===== src/rtl/mb_pkg.sv =====
// Shared types and constants for the math box host interface.
// Contents: FSM state enum, status byte bit positions, timeout result fill value.
package mb_pkg;

    typedef enum logic [1:0] {
        StIdle,
        StStart,
        StRun,
        StDone
    } mb_state_e;

    localparam int unsigned BUSY_BIT    = 7;
    localparam int unsigned TIMEOUT_BIT = 6;

    // Value loaded into the result register when the watchdog gives up.
    localparam logic [15:0] TIMEOUT_FILL = 16'hFFFF;

endpackage


===== src/rtl/mb_host_iface_if.sv =====
// Bus bundle between the CPU / math box environment and mb_host_iface.
// CPU side:      MB_WR, MB_ADDR, MB_DIN, STAT_RD, RESLO_RD, RESHI_RD -> ; <- CPU_DOUT
// Math box side: <- BEGIN_N, START_ADDR, OPERAND ; STOP, RESULT ->
// Status:        <- BUSY
// Modports: slave  = the host interface block itself
//           master = the environment (CPU + math box sequencer)
interface mb_host_iface_if;

    logic        MB_WR;
    logic [4:0]  MB_ADDR;
    logic [7:0]  MB_DIN;
    logic        STAT_RD;
    logic        RESLO_RD;
    logic        RESHI_RD;
    logic [7:0]  CPU_DOUT;
    logic        BEGIN_N;
    logic [4:0]  START_ADDR;
    logic [7:0]  OPERAND;
    logic        STOP;
    logic [15:0] RESULT;
    logic        BUSY;

    modport slave (
        input  MB_WR, MB_ADDR, MB_DIN, STAT_RD, RESLO_RD, RESHI_RD, STOP, RESULT,
        output CPU_DOUT, BEGIN_N, START_ADDR, OPERAND, BUSY
    );

    modport master (
        output MB_WR, MB_ADDR, MB_DIN, STAT_RD, RESLO_RD, RESHI_RD, STOP, RESULT,
        input  CPU_DOUT, BEGIN_N, START_ADDR, OPERAND, BUSY
    );

endinterface


===== src/rtl/mb_watchdog.sv =====
// Run-time watchdog for the math box host interface.
// A clear/enable up-counter; tc_o flags the last permitted cycle (count == LIMIT-1)
// while enabled, so the owner can act on the edge that ends the LIMIT-th cycle.
// Ports: clk_i, rst_i (sync, active-high), clr_i, en_i -> tc_o
module mb_watchdog #(
    parameter int unsigned LIMIT = 1024
) (
    input  logic clk_i,
    input  logic rst_i,
    input  logic clr_i,
    input  logic en_i,
    output logic tc_o
);

    localparam int unsigned     CntW    = $clog2(LIMIT + 1);
    localparam logic [CntW-1:0] LastCnt = CntW'(LIMIT - 1);

    logic [CntW-1:0] cnt_q, cnt_d;

    assign tc_o = en_i && (cnt_q == LastCnt);

    always_comb begin
        cnt_d = cnt_q;
        if (clr_i) begin
            cnt_d = '0;
        end else if (en_i && !tc_o) begin
            // Saturate at the terminal count.
            cnt_d = cnt_q + 1'b1;
        end
    end

    always_ff @(posedge clk_i) begin
        if (rst_i) begin
            cnt_q <= '0;
        end else begin
            cnt_q <= cnt_d;
        end
    end

endmodule


===== src/rtl/mb_host_iface.sv =====
// CPU-side host interface for the math box sequencer.
// A CPU write latches start address and operand and issues a BEGIN_N low pulse of
// BEGIN_CYCLES cycles; the block then waits for STOP, latches RESULT and reports
// status. CPU reads return status / result low / result high one cycle after the strobe.
// Ports: CLK, RESET (sync, active-high), bus (mb_host_iface_if.slave)
// Optional feature: define MB_HOST_TIMEOUT_EN to add a RUN watchdog of TIMEOUT_CYCLES
// cycles that ends the computation with TIMEOUT set and a result of 16'hFFFF.
module mb_host_iface
    import mb_pkg::*;
#(
    parameter int unsigned BEGIN_CYCLES   = 2,
    parameter int unsigned TIMEOUT_CYCLES = 1024
) (
    input  logic           CLK,
    input  logic           RESET,
    mb_host_iface_if.slave bus
);

    localparam logic [3:0] PulseLast = 4'(BEGIN_CYCLES - 1);

    mb_state_e   state_q, state_d;
    logic        begin_n_q, begin_n_d;
    logic        busy_q, busy_d;
    logic [4:0]  start_addr_q, start_addr_d;
    logic [7:0]  operand_q, operand_d;
    logic [15:0] result_q, result_d;
    logic [7:0]  cpu_dout_q, cpu_dout_d;
    logic [3:0]  pulse_cnt_q, pulse_cnt_d;
    logic        timeout_flag;
    logic [7:0]  status;

`ifdef MB_HOST_TIMEOUT_EN
    logic timeout_q, timeout_d;
    logic wd_tc;

    mb_watchdog #(
        .LIMIT (TIMEOUT_CYCLES)
    ) u_watchdog (
        .clk_i (CLK),
        .rst_i (RESET),
        .clr_i (state_q != StRun),
        .en_i  (state_q == StRun),
        .tc_o  (wd_tc)
    );

    assign timeout_flag = timeout_q;
`else
    logic unused_timeout_cfg;
    assign unused_timeout_cfg = ^TIMEOUT_CYCLES;
    assign timeout_flag       = 1'b0;
`endif

    always_comb begin
        status              = '0;
        status[BUSY_BIT]    = busy_q;
        status[TIMEOUT_BIT] = timeout_flag;
    end

    always_comb begin
        state_d      = state_q;
        begin_n_d    = begin_n_q;
        busy_d       = busy_q;
        start_addr_d = start_addr_q;
        operand_d    = operand_q;
        result_d     = result_q;
        pulse_cnt_d  = pulse_cnt_q;
        cpu_dout_d   = cpu_dout_q;
`ifdef MB_HOST_TIMEOUT_EN
        timeout_d    = timeout_q;
`endif

        // Read path: priority STAT > RESLO > RESHI, hold otherwise.
        if (bus.STAT_RD) begin
            cpu_dout_d = status;
        end else if (bus.RESLO_RD) begin
            cpu_dout_d = result_q[7:0];
        end else if (bus.RESHI_RD) begin
            cpu_dout_d = result_q[15:8];
        end

        // A write restarts from any state and beats a simultaneous STOP.
        if (bus.MB_WR) begin
            start_addr_d = bus.MB_ADDR;
            operand_d    = bus.MB_DIN;
            state_d      = StStart;
            begin_n_d    = 1'b0;
            busy_d       = 1'b1;
            pulse_cnt_d  = '0;
`ifdef MB_HOST_TIMEOUT_EN
            timeout_d    = 1'b0;
`endif
        end else begin
            case (state_q)
                // STOP is not looked at here: the sequencer is held clear.
                StStart: begin
                    if (pulse_cnt_q == PulseLast) begin
                        state_d     = StRun;
                        begin_n_d   = 1'b1;
                        pulse_cnt_d = '0;
                    end else begin
                        pulse_cnt_d = pulse_cnt_q + 4'd1;
                    end
                end
                StRun: begin
                    if (bus.STOP) begin
                        result_d = bus.RESULT;
                        state_d  = StDone;
                        busy_d   = 1'b0;
`ifdef MB_HOST_TIMEOUT_EN
                    end else if (wd_tc) begin
                        timeout_d = 1'b1;
                        result_d  = TIMEOUT_FILL;
                        state_d   = StDone;
                        busy_d    = 1'b0;
`endif
                    end
                end
                default: begin
                end
            endcase
        end
    end

    always_ff @(posedge CLK) begin
        if (RESET) begin
            state_q      <= StIdle;
            begin_n_q    <= 1'b1;
            busy_q       <= 1'b0;
            start_addr_q <= '0;
            operand_q    <= '0;
            result_q     <= '0;
            cpu_dout_q   <= '0;
            pulse_cnt_q  <= '0;
`ifdef MB_HOST_TIMEOUT_EN
            timeout_q    <= 1'b0;
`endif
        end else begin
            state_q      <= state_d;
            begin_n_q    <= begin_n_d;
            busy_q       <= busy_d;
            start_addr_q <= start_addr_d;
            operand_q    <= operand_d;
            result_q     <= result_d;
            cpu_dout_q   <= cpu_dout_d;
            pulse_cnt_q  <= pulse_cnt_d;
`ifdef MB_HOST_TIMEOUT_EN
            timeout_q    <= timeout_d;
`endif
        end
    end

    assign bus.CPU_DOUT   = cpu_dout_q;
    assign bus.BEGIN_N    = begin_n_q;
    assign bus.START_ADDR = start_addr_q;
    assign bus.OPERAND    = operand_q;
    assign bus.BUSY       = busy_q;

endmodule


===== src/flat_wrapper.sv =====
// flat-port wrapper written by rule: the top's interface ports become plain ports
module mb_host_iface_flat import mb_pkg::*;
#(
    parameter int unsigned BEGIN_CYCLES   = 2,
    parameter int unsigned TIMEOUT_CYCLES = 1024
)
  (CLK, RESET, bus_MB_WR, bus_MB_ADDR, bus_MB_DIN, bus_STAT_RD, bus_RESLO_RD, bus_RESHI_RD, bus_STOP, bus_RESULT, bus_CPU_DOUT, bus_BEGIN_N, bus_START_ADDR, bus_OPERAND, bus_BUSY);
  mb_host_iface_if bus_i ();
  input  logic CLK;
  input  logic RESET;
  input wire logic [$bits(bus_i.MB_WR)-1:0] bus_MB_WR;
  input wire logic [$bits(bus_i.MB_ADDR)-1:0] bus_MB_ADDR;
  input wire logic [$bits(bus_i.MB_DIN)-1:0] bus_MB_DIN;
  input wire logic [$bits(bus_i.STAT_RD)-1:0] bus_STAT_RD;
  input wire logic [$bits(bus_i.RESLO_RD)-1:0] bus_RESLO_RD;
  input wire logic [$bits(bus_i.RESHI_RD)-1:0] bus_RESHI_RD;
  input wire logic [$bits(bus_i.STOP)-1:0] bus_STOP;
  input wire logic [$bits(bus_i.RESULT)-1:0] bus_RESULT;
  output wire logic [$bits(bus_i.CPU_DOUT)-1:0] bus_CPU_DOUT;
  output wire logic [$bits(bus_i.BEGIN_N)-1:0] bus_BEGIN_N;
  output wire logic [$bits(bus_i.START_ADDR)-1:0] bus_START_ADDR;
  output wire logic [$bits(bus_i.OPERAND)-1:0] bus_OPERAND;
  output wire logic [$bits(bus_i.BUSY)-1:0] bus_BUSY;
  assign bus_i.MB_WR = bus_MB_WR;
  assign bus_i.MB_ADDR = bus_MB_ADDR;
  assign bus_i.MB_DIN = bus_MB_DIN;
  assign bus_i.STAT_RD = bus_STAT_RD;
  assign bus_i.RESLO_RD = bus_RESLO_RD;
  assign bus_i.RESHI_RD = bus_RESHI_RD;
  assign bus_i.STOP = bus_STOP;
  assign bus_i.RESULT = bus_RESULT;
  assign bus_CPU_DOUT = bus_i.CPU_DOUT;
  assign bus_BEGIN_N = bus_i.BEGIN_N;
  assign bus_START_ADDR = bus_i.START_ADDR;
  assign bus_OPERAND = bus_i.OPERAND;
  assign bus_BUSY = bus_i.BUSY;
  mb_host_iface #(.BEGIN_CYCLES(BEGIN_CYCLES), .TIMEOUT_CYCLES(TIMEOUT_CYCLES)) u_core (.CLK(CLK), .RESET(RESET), .bus(bus_i));
endmodule

===== config.mk =====
export PLATFORM = sky130hd
export DESIGN_NAME = mb_host_iface_flat
export DESIGN_NICKNAME = d
export VERILOG_FILES = /design/src/rtl/mb_pkg.sv /design/src/rtl/mb_host_iface_if.sv /design/src/rtl/mb_watchdog.sv /design/src/rtl/mb_host_iface.sv /design/src/flat_wrapper.sv
export SDC_FILE = /design/constraint.sdc
export NUM_CORES = 1
export LEC_CHECK = 0
export ABC_AREA = 1
export ABC_CLOCK_PERIOD_IN_PS = 1400
export BUFFER_PORTS_ARGS = -buffer_cell sky130_fd_sc_hd__buf_2
export CAP_MARGIN = 20
export CORE_ASPECT_RATIO = 1.1
export CORE_MARGIN = 4
export CORE_UTILIZATION = 45
export CTS_BUF_LIST = sky130_fd_sc_hd__clkbuf_4 sky130_fd_sc_hd__clkbuf_8
export CTS_CLUSTER_SIZE = 12
export DETAILED_ROUTE_END_ITERATION = 12
export MAX_ROUTING_LAYER = met4
export PLACE_DENSITY = 0.7
export SLEW_MARGIN = 20
export SYNTH_ARGS = -nofsm -noshare
export SYNTH_HDL_FRONTEND = slang
export SYNTH_SLANG_ARGS = --single-unit

===== constraint.sdc =====
create_clock -name CLK -period 1.4 [get_ports CLK]
set_input_delay 0 -clock CLK [delete_from_list [all_inputs] [get_ports CLK]]
set_output_delay 0 -clock CLK [all_outputs]
set_load 0.05 [all_outputs]

==> metrics <==
switch share 26.53%; first-pass GRT wire length 7.417 mm; antenna violations before repair 0; Synth cell types 24; Syn-to-layout area delta 42.48%; max-cap violation count 0; leading post-synthesis cells by cell area dfxtp_1 (52%), nor2_1 (16%), o21ai_0 (9.6%), nor3_1 (4.4%), nand2_1 (2.6%); worst min-delay path category input pin to register; largest area contributor in the netlist dfxtp_1; largest family of logic cells by synthesized area simple AND/OR/NAND/NOR gates; VDD IR max 0.6624 mV; vias in the first global route 1696; Max-slew headroom 74.02%; Tot Pwr 2.776 mW; number of hold buffers added after CTS 30; Setup CP Type input pin to register; Critical Path RT 1.64 ns; yosys warns 0; largest net degree at the start of global routing 22; synthesized flop and latch total 45; Synth Instances 222; vias per cell 4.780; Yosys top cell area share 52.29%; CP Capture Type register; CTS tree yes; Worst Tran Pin Value 0.3882 ns; CTS max path bufs 2; post-synthesis mux area share 0%; Layout Utilization 67.17%; DRT iter0 DRCs 57; period utilisation layout 84.52%; die area 4884 um^2; Sink Count 45; post-synthesis sequential area ratio 52.29%; layout cells sized above 1 25.24%; Placer Congestion 0.7813; footprint of the multi-input gates 713.2 um^2; n_diodes 0; CTS Buf Count 5; register share of total power 48.6%; setup ws final 0.2168 ns; Root Buffer clkbuf_8; Starting Density 47.14%; fillcell total 342; H-tree Lvls 2; DIE HEIGHT 72.90 um; Final Hold Fails 0; # IOs 59; Max Transition Viols Final 0; total wire length 4.429 mm; total number of vias 1735; sw power 0.7364 mW; Tot GR Track Use 20.41%; first drt pass iteration count 4; Adder-Cell Fraction of Synth Area 0%; Comb power frac 15.6%; synthesized area per cell 7.761 um^2; hpwl dp 2.953 mm; post-CTS repair timing setup buffer count 0; Core Region 3655 um^2; syn_nets 258; post-layout minimum cycle time 1.183 ns; status complete, no violations; Data arrival, critical path 1.42 ns; dpl ws 0.2306 ns; crit-path max FO 21; Worst-Skew Late Latency 0.30 ns; R2R setup slack 0.22 ns; Routed WL per cell 12.20 um; Max Freq 0.8451 GHz; clock power share 35.8%; clk slew on worst S/H paths 0.09 ns; register area 900.9 um^2; simple-gate portion of the synthesized area 28.61%; FP Rows 23; Synth Cell Area 1723 um^2; PwrDens 1131 nW/um^2; xor/xnor cell area share of the yosys netlist 0%; Die Width 67.00 um; Nets 348; RSZ-0062 raised after global routing no; DRC errors left 0; Fin Hold WS 0.01953 ns; Final ANT Viol Nets 0; setup tns final 0 ns; post-synthesis compound-gate area fraction 12.78%; CP startpoint kind input pin; skew final 0.007430 ns; I/O Buffers 58; leakage power 1.111 nW; GRT Residual Overflow 0; Final setup viols 0; post_cts resized 0; P_int 2.040 mW
## cells in the final DEF, fill, tap and decap left out, drive strengths merged
cell and count:
nor2 77, buf 61, dfxtp 45, o21ai 38, dlygate4sd3 30, nor3 15
nand2 12, inv 11, a21oi 6, clkbuf 6, nand3 4, nand4 2
nand3b 2, clkinv 2, or2 1, bufinv 1
## synthesized netlist by cell type (all sizes together)
cell type	instances
clkbuf	3
clkinv	1
nand2	12
nand3b	2
nand3	4
a21oi	6
or2	1
inv	11
nor3	15
nor2	77
dfxtp	45
o21ai	38
nand4	2
buf	5
## critical path, cell delays in order
cell and delay (ns):
dlygate4sd3_1 0.53, buf_2 0.16, inv_1 0.22, buf_4 0.27, o21ai_0 0.14, nor2_1 0.10
## logic make-up after synthesis
kind of cell / after synthesis
DFF: 45
buffers and inverters: 20
and+or+nand+nor: 113
AOI/OAI and AO/OA: 44
## layer usage
| layer | vias to the layer above | part of all wire, % | GRT usage (%) |
|---|---|---|---|
| met2 | 64 | 47 | 34.58 |
| met3 | 10 | 6.4 | 4.777 |
| met1 | 757 | 44 | 22.59 |
| li1 | 904 | - | - |
| met4 | 0 | 2.5 | 9.234 |
| met5 | - | 0 | - |
## area by class of cell
cell class | count | area share, %
well taps | 50 | 2.548
clock buffers | 6 | 3.109
inverters | 12 | 2.039
clock inverters | 2 | 1.580
flip-flops and latches | 45 | 36.70
repair buffers | 91 | 24.97
multi-input cells | 157 | 29.05
## through the flow
step,cell area (um^2),instances
global placement,2039,325
floorplan,1723,222
CTS,2455,363
finish,2455,363
detailed placement,2039,325
global route,2455,363
## final timing paths
kind / from / to / cells past startpoint
worst min-delay path: bus_RESULT[8] / u_core.result_q[8] / 3
worst max register to register: u_core.state_q[1] / u_core.result_q[8] / 5
worst min register to register: u_core.result_q[0] / u_core.result_q[0] / 2
worst max-delay path: RESET / u_core.result_q[8] / 6
## power groups by stage
stage	sequential (mW)	combinational, mW	clock [mW]
after floorplan	1.51	0.111	0
after global placement	1.38	0.364	0
after detailed placement	1.38	0.366	0
after CTS	1.35	0.431	1.02
after global routing	1.35	0.474	1.06
final	1.35	0.434	0.994
## sequential cells by signal, indices dropped and copies added, names as in the netlist
register	cells
u_core.bus.BEGIN_N	1
u_core.bus.BUSY	1
u_core.bus.CPU_DOUT	8
u_core.bus.OPERAND	8
u_core.bus.START_ADDR	5
u_core.pulse_cnt_q	4
u_core.result_q	16
u_core.state_q	2
(Power assumes the default switching activity.)
